===== src/rtl/muladd_pkg.sv =====
// ----------------------------------------------------------------------------
// muladd_pkg
//   Shared constants and helpers for the muladd_pipe multiply-accumulate BEL.
//   - ConfigBits bit positions (CFG_*), ConfigBits width (NO_CONFIG_BITS)
//   - operand width limits used by the elaboration-time parameter checks
//   - cfg_t: decoded view of ConfigBits, and decode_cfg() to build it
// ----------------------------------------------------------------------------
package muladd_pkg;

    localparam int NO_CONFIG_BITS = 6;

    localparam int CFG_IN_REG = 0;
    localparam int CFG_SIGN_A = 1;
    localparam int CFG_SIGN_B = 2;
    localparam int CFG_ACC    = 3;
    localparam int CFG_SAT    = 4;
    localparam int CFG_ACCOUT = 5;

    // Legal operand widths; the accumulator must hold a full-width product.
    localparam int MIN_OP_WIDTH = 2;
    localparam int MAX_OP_WIDTH = 18;

    typedef struct packed {
        logic in_reg;
        logic sign_a;
        logic sign_b;
        logic acc;
        logic sat;
        logic accout;
    } cfg_t;

    function automatic cfg_t decode_cfg(input logic [NO_CONFIG_BITS-1:0] bits);
        cfg_t c;
        c.in_reg = bits[CFG_IN_REG];
        c.sign_a = bits[CFG_SIGN_A];
        c.sign_b = bits[CFG_SIGN_B];
        c.acc    = bits[CFG_ACC];
        c.sat    = bits[CFG_SAT];
        c.accout = bits[CFG_ACCOUT];
        return c;
    endfunction

endpackage


===== src/rtl/muladd_sat_add.sv =====
// ----------------------------------------------------------------------------
// muladd_sat_add
//   Combinational W-bit add evaluated at W+1 bits with overflow detection and
//   optional clamping.
//   Ports:
//     a_i, b_i      W-bit operands (two's complement when signed_i=1)
//     signed_i      1: operands/result signed, 0: unsigned
//     sat_i         1: clamp on overflow, 0: wrap
//     sum_o         W-bit result (clamped or wrapped)
//     ovf_o         result fell outside the W-bit range of the chosen mode
// ----------------------------------------------------------------------------
module muladd_sat_add #(
    parameter int W = 20
) (
    input  logic [W-1:0] a_i,
    input  logic [W-1:0] b_i,
    input  logic         signed_i,
    input  logic         sat_i,
    output logic [W-1:0] sum_o,
    output logic         ovf_o
);

    logic [W:0]   a_x;
    logic [W:0]   b_x;
    logic [W:0]   s_x;
    logic [W-1:0] max_s;
    logic [W-1:0] min_s;

    always_comb begin
        max_s = {1'b0, {(W-1){1'b1}}};
        min_s = {1'b1, {(W-1){1'b0}}};

        a_x = {signed_i & a_i[W-1], a_i};
        b_x = {signed_i & b_i[W-1], b_i};
        s_x = a_x + b_x;

        // Signed: the extra bit disagrees with the W-bit sign bit.
        // Unsigned: both operands are non-negative, so only a carry-out
        // can leave the range.
        if (signed_i) begin
            ovf_o = s_x[W] ^ s_x[W-1];
        end else begin
            ovf_o = s_x[W];
        end

        sum_o = s_x[W-1:0];
        if (sat_i && ovf_o) begin
            if (signed_i) begin
                // The W+1-bit sign is the true sign of the sum.
                sum_o = s_x[W] ? min_s : max_s;
            end else begin
                sum_o = '1;
            end
        end
    end

endmodule


===== src/rtl/muladd_pipe.sv =====
// ----------------------------------------------------------------------------
// muladd_pipe
//   Pipelined multiply-accumulate BEL: Q = sat(A*B + C) or a running
//   accumulation sat(A*B + ACC), with a valid-tracked pipeline, an
//   accumulate-restart beat and a sticky overflow flag.
//
//   Handshake: in_valid qualifies A/B/C/acc_clr for one beat per cycle;
//   out_valid qualifies Q for one cycle. There is no backpressure: every
//   beat accepted produces exactly one out_valid beat unless clr_n drops
//   while it is in flight.
//
//   Ports:
//     UserCLK     clock
//     clr_n       synchronous active-low clear of every register
//     A, B        operands (A_WIDTH / B_WIDTH bits)
//     C           addend, or accumulation seed on an acc_clr beat
//     in_valid    beat qualifier
//     acc_clr     restart accumulation with this beat
//     Q           result (C_WIDTH bits)
//     out_valid   Q holds a beat result
//     ovf         sticky overflow
//     ConfigBits  static configuration: IN_REG, SIGN_A, SIGN_B, ACC, SAT, ACCOUT
//
//   Pipeline: [stage 0 optional input regs] -> stage 1 (P, C1, v1, clr1)
//             -> stage 2 (ACC, v2, ovf). Q/out_valid come from stage 1
//             (combinational sum) or stage 2 (ACC) depending on ACCOUT.
// ----------------------------------------------------------------------------
(* FABulous, BelMap, IN_REG=0, SIGN_A=1, SIGN_B=2, ACC=3, SAT=4, ACCOUT=5 *)
module muladd_pipe #(
    parameter int A_WIDTH      = 8,
    parameter int B_WIDTH      = 8,
    parameter int C_WIDTH      = 20,
    parameter int NoConfigBits = 6
) (
    (* FABulous, EXTERNAL, SHARED_PORT *)
    input  logic                    UserCLK,
    input  logic                    clr_n,
    input  logic [A_WIDTH-1:0]      A,
    input  logic [B_WIDTH-1:0]      B,
    input  logic [C_WIDTH-1:0]      C,
    input  logic                    in_valid,
    input  logic                    acc_clr,
    output logic [C_WIDTH-1:0]      Q,
    output logic                    out_valid,
    output logic                    ovf,
    (* FABulous, GLOBAL *)
    input  logic [NoConfigBits-1:0] ConfigBits
);

    import muladd_pkg::*;

    localparam int P_W = A_WIDTH + B_WIDTH;

    // ------------------------------------------------------------------
    // Elaboration-time parameter checks
    // ------------------------------------------------------------------
    if (A_WIDTH < MIN_OP_WIDTH || A_WIDTH > MAX_OP_WIDTH) begin : g_bad_a_width
        $error("muladd_pipe: A_WIDTH out of range");
    end
    if (B_WIDTH < MIN_OP_WIDTH || B_WIDTH > MAX_OP_WIDTH) begin : g_bad_b_width
        $error("muladd_pipe: B_WIDTH out of range");
    end
    if (C_WIDTH < P_W) begin : g_bad_c_width
        $error("muladd_pipe: C_WIDTH must be at least A_WIDTH+B_WIDTH");
    end
    if (NoConfigBits != NO_CONFIG_BITS) begin : g_bad_cfg_width
        $error("muladd_pipe: NoConfigBits must be 6");
    end

    cfg_t cfg;
    assign cfg = decode_cfg(ConfigBits);

    // Either operand signed puts the whole datapath in signed mode.
    logic signed_mode;
    assign signed_mode = cfg.sign_a | cfg.sign_b;

    // ------------------------------------------------------------------
    // Registers
    // ------------------------------------------------------------------
    logic [A_WIDTH-1:0] a0_q,   a0_d;
    logic [B_WIDTH-1:0] b0_q,   b0_d;
    logic [C_WIDTH-1:0] c0_q,   c0_d;
    logic               v0_q,   v0_d;
    logic               clr0_q, clr0_d;

    logic [P_W-1:0]     p1_q,   p1_d;
    logic [C_WIDTH-1:0] c1_q,   c1_d;
    logic               v1_q,   v1_d;
    logic               clr1_q, clr1_d;

    logic [C_WIDTH-1:0] acc_q,  acc_d;
    logic               v2_q,   v2_d;
    logic               ovf_q,  ovf_d;

    // ------------------------------------------------------------------
    // Stage 0: optional input registers (A, B, C and beat flags together)
    // ------------------------------------------------------------------
    logic [A_WIDTH-1:0] a_s;
    logic [B_WIDTH-1:0] b_s;
    logic [C_WIDTH-1:0] c_s;
    logic               v_s;
    logic               clr_s;

    always_comb begin
        a0_d   = A;
        b0_d   = B;
        c0_d   = C;
        v0_d   = in_valid;
        clr0_d = acc_clr;

        a_s    = cfg.in_reg ? a0_q   : A;
        b_s    = cfg.in_reg ? b0_q   : B;
        c_s    = cfg.in_reg ? c0_q   : C;
        v_s    = cfg.in_reg ? v0_q   : in_valid;
        clr_s  = cfg.in_reg ? clr0_q : acc_clr;
    end

    // ------------------------------------------------------------------
    // Stage 1: product. Both operands are extended to the full product
    // width (sign or zero per SIGN_A/SIGN_B); the low P_W bits of that
    // product are the exact signed/unsigned/mixed result, since it always
    // fits in P_W bits.
    // ------------------------------------------------------------------
    logic [P_W-1:0] a_ext;
    logic [P_W-1:0] b_ext;
    logic [P_W-1:0] prod;

    always_comb begin
        a_ext  = {{B_WIDTH{cfg.sign_a & a_s[A_WIDTH-1]}}, a_s};
        b_ext  = {{A_WIDTH{cfg.sign_b & b_s[B_WIDTH-1]}}, b_s};
        prod   = a_ext * b_ext;

        p1_d   = prod;
        c1_d   = c_s;
        v1_d   = v_s;
        clr1_d = clr_s;
    end

    // ------------------------------------------------------------------
    // Stage 2: accumulator add
    // ------------------------------------------------------------------
    logic [C_WIDTH-1:0] p_ext;

    if (C_WIDTH > P_W) begin : g_p_extend
        assign p_ext = {{(C_WIDTH-P_W){signed_mode & p1_q[P_W-1]}}, p1_q};
    end else begin : g_p_direct
        assign p_ext = p1_q;
    end

    // A restart beat (or non-accumulating mode) adds the beat's own C;
    // otherwise the running ACC is the addend.
    logic [C_WIDTH-1:0] addend;
    logic [C_WIDTH-1:0] sum_w;
    logic               sum_ovf;

    assign addend = (cfg.acc && !clr1_q) ? acc_q : c1_q;

    muladd_sat_add #(
        .W (C_WIDTH)
    ) u_sat_add (
        .a_i      (p_ext),
        .b_i      (addend),
        .signed_i (signed_mode),
        .sat_i    (cfg.sat),
        .sum_o    (sum_w),
        .ovf_o    (sum_ovf)
    );

    always_comb begin
        acc_d = acc_q;
        ovf_d = ovf_q;
        v2_d  = v1_q;

        if (v1_q) begin
            acc_d = sum_w;
            // A restart beat clears the sticky flag but still reports
            // its own overflow.
            ovf_d = clr1_q ? sum_ovf : (ovf_q | sum_ovf);
        end else if (clr1_q) begin
            acc_d = '0;
            ovf_d = 1'b0;
        end
    end

    // ------------------------------------------------------------------
    // Sequential state
    // ------------------------------------------------------------------
    always_ff @(posedge UserCLK) begin
        if (!clr_n) begin
            a0_q   <= '0;
            b0_q   <= '0;
            c0_q   <= '0;
            v0_q   <= 1'b0;
            clr0_q <= 1'b0;
            p1_q   <= '0;
            c1_q   <= '0;
            v1_q   <= 1'b0;
            clr1_q <= 1'b0;
            acc_q  <= '0;
            v2_q   <= 1'b0;
            ovf_q  <= 1'b0;
        end else begin
            a0_q   <= a0_d;
            b0_q   <= b0_d;
            c0_q   <= c0_d;
            v0_q   <= v0_d;
            clr0_q <= clr0_d;
            p1_q   <= p1_d;
            c1_q   <= c1_d;
            v1_q   <= v1_d;
            clr1_q <= clr1_d;
            acc_q  <= acc_d;
            v2_q   <= v2_d;
            ovf_q  <= ovf_d;
        end
    end

    // ------------------------------------------------------------------
    // Outputs
    // ------------------------------------------------------------------
    assign Q         = cfg.accout ? acc_q : sum_w;
    assign out_valid = cfg.accout ? v2_q  : v1_q;
    assign ovf       = ovf_q;

endmodule


===== config.mk =====
export PLATFORM = sky130hd
export DESIGN_NAME = muladd_pipe
export DESIGN_NICKNAME = d
export VERILOG_FILES = /design/src/rtl/muladd_pkg.sv /design/src/rtl/muladd_sat_add.sv /design/src/rtl/muladd_pipe.sv
export SDC_FILE = /design/constraint.sdc
export NUM_CORES = 1
export LEC_CHECK = 0
export BUFFER_PORTS_ARGS = -buffer_cell sky130_fd_sc_hd__buf_2
export CAP_MARGIN = 10
export CORE_AREA = 2 2 137 165
export CTS_CLUSTER_DIAMETER = 80
export DETAILED_ROUTE_END_ITERATION = 6
export DIE_AREA = 0 0 139 167
export GPL_ROUTABILITY_DRIVEN = 0
export PLACE_DENSITY = 0.55
export SLEW_MARGIN = 20
export SYNTH_ARGS = -nofsm -noshare
export SYNTH_HDL_FRONTEND = slang
export SYNTH_SLANG_ARGS = --single-unit

===== constraint.sdc =====
create_clock -name UserCLK -period 6 [get_ports UserCLK]
set_clock_uncertainty 0.2 [all_clocks]
set_input_delay 0 -clock UserCLK [delete_from_list [all_inputs] [get_ports UserCLK]]
set_output_delay 0 -clock UserCLK [all_outputs]
set_load 0.01 [all_outputs]

==> metrics <==
status complete, no violations; Syn Area/Cell 9.23 um2; RSZ-0062 raised after global routing false; crit start category register; crit share post-route about 90%; Required @ worst endpoint 6.04 ns; CTS H-tree lvls 3; warnings from Yosys 0; PortBufs between 60 and 70; First-pass DRT Iterations 5; vias in the first global route about 5900; placed insts roughly 1100; Chip Width 139 um; DRT Wirelength roughly 17000 um; initial DRC count approximately 200; final std cells w/o fill ~1200; cell taking the most area after synthesis dfxtp_1; gr usage total between 10% and 20%; Area after DPL about 0.0081 mm2; relative slew slack about 44%; Seq/Total Area, Yosys between 20% and 30%; top cells by area, synth dfxtp_1 26%, fa_1 17%, ha_1 8.9%; CTS Buf Count 9; fin area slightly below 0.009 mm2; R2R setup slack slightly below 0.6 ns; worst vdd ir 0.170 mV; Worst-Margin Slew 0.839 ns; drt drc 0; Die ar. about 0.023 mm2; initial core utilization ~35%; register bit total from synthesis 98; number of antenna violations at the first check in global routing 0; detailed placer's ending HPWL between 10000 and 15000 um; NumNets Final 1075; commonest non-fill, non-tap cell in the layout dfxtp_1; gr ovfl total 0; mapped cell area around 0.0075 mm2; clk sinks between 90 and 100; commonest cells after routing, fill and taps aside 98 x dfxtp_1, 90 x inv_1, 67 x buf_2, 64 x nand2_1, 64 x fa_1; unique cell type count in the Yosys netlist 53; Final setup viols 0; cells after synthesis ~810; largest net degree at the start of global routing 80; Hold/Removal Path Class input port to register; die height about 170 um; fraction of registers with async set/reset 0%; Main synth FF type dfxtp_1; Pins Over Slew Limit 0; P_leak around 4.1 nW; crit path max fanout 7; core box area between 0.02 and 0.025 mm2; Critical Path AT around 5.5 ns; Setup TNS Final 0 ns; Worst-path clk slew 0.07 ns; Vias about 5700; Yosys top cell area share between 20% and 30%; Pwr Density 294 mW/mm2; Hold Fails Final Rpt 0; layout cells sized above 1 around 15%; Post-synth EDFFs 0; net count after synthesis 970; critical path type register to register; first-pass GRT wire length between 20000 and 30000 um; Vias/cell between 4 and 5; max_cap viols 0; Worst Setup End Kind register; Final Critical Period approximately 5.4 ns; DR WL/cell approximately 14 um; diodes inserted 0; CTS tree yes; antenna violation net count after detailed routing 0; CTS root buf clkbuf_16; area growth from synthesis to layout 18.3%; Site Rows 59; fmax between 150 and 200 MHz; Max clock buf depth 2; clock latency on the worst-skew pair around 0.35 ns; I/O pins between 60 and 70
-- layer usage --
metal	vias to the layer above	global-route usage [%]	part of all wire, %	routed length, um
met5	-	0	0	0
met4	0	4.13	1.4	246
met3	21	2.42	3.8	653
met2	133	25.9	48	8160
met1	2665	19.8	47	8030
li1	2872	-	-	-
-- final cells by class --
class,instances,area (um2)
fill,2188,12700
multi-input combinational,587,5010
sequential,98,1960
timing repair buffer,126,876
tap,274,343
inverter,90,338
clock buffer,9,225
clock inverter,7,57.6
-- critical path, cell delays in order (launching register included) --
cell and delay (ns):
dfxtp_1 0.33, mux2_2 0.22, and2_1 0.26, nand2_1 0.16, fa_1 0.50, inv_1 0.05
fa_1 0.48, fa_1 0.50, fa_1 0.49, inv_1 0.05, fa_1 0.49, inv_1 0.04
ha_1 0.32, o21ai_0 0.09, nand2b_1 0.11, a21o_1 0.18, a21o_1 0.19, a31oi_1 0.24
o21ai_1 0.12, xnor2_1 0.12, and2_1 0.15
-- final timing paths --
| path | startpoint | end | depth (start not counted) |
|---|---|---|---|
| max | a0_q[7] | p1_q[15] | 20 |
| min | clr_n | c1_q[9] | 3 |
| max reg2reg | a0_q[7] | p1_q[15] | 20 |
| min reg2reg | acc_q[9] | acc_q[9] | 1 |
-- where the power goes --
group          internal [W]  switching (W)
Combinational      0.000566       0.000693
Clock              0.000289       0.000281
Sequential         0.000731      0.0000312
Total               0.00159        0.00100
-- timing repair --
action / 4_1_cts / 5_1_grt
resized for setup: 0 / 0
setup endpoints to repair: 0 / 0
hold buffers: 39 / 0
buffers inserted: 0 / 0
endpoints found under the hold margin: 61 / 0
-- kinds of logic (layout without fill, tap and decap cells) --
family	Yosys count	after routing	synth area share [%]
xor+xnor	35	35	4.21
simple gates	257	257	17.7
flops	98	98	26.3
mux	52	52	7.22
compound gates	126	126	12.0
fa+ha+maj	117	117	26.1
buf+inv	122	232	6.46
-- state kept, by name (all words and copies together) (netlist names) --
signal / cells
c0_q: 20
ovf: 1
p1_q: 16
b0_q: 8
clr1_q: 1
c1_q: 20
v0_q: 1
a0_q: 8
v2_q: 1
acc_q: 20
clr0_q: 1
v1_q: 1
-- metrics by stage --
| stage | hold WS, ns | utilization, % | total power [W] | worst slack, ns |
|---|---|---|---|---|
| 4_1_cts | 0.131 | 40.9 | 0.00262 | 0.560 |
| 2_1_floorplan | -0.0783 | - | 0.00172 | 0.0738 |
| 6_report | 0.105 | 40.9 | 0.00259 | 0.577 |
| 5_1_grt | 0.153 | 40.9 | 0.00282 | 0.214 |
| 3_3_place_gp | 0.0176 | 37.8 | 0.00201 | 0.513 |
| 3_5_place_dp | 0.0204 | 37.8 | 0.00202 | 0.409 |
-- synth_stat cells, types with 12 or more instances --
cell type   n
and2_1     58
a221o_1    19
nand2b_1   12
ha_1       53
nand2_1    64
fa_1       64
inv_1      90
dfxtp_1    98
a21oi_1    28
xnor2_1    25
o21ai_0    30
nor3_1     19
nor2b_1    28
nor2_1     53
clkbuf_1   22
mux2_2     14
mux2i_1    38
Power figures use the tool's default switching activity.
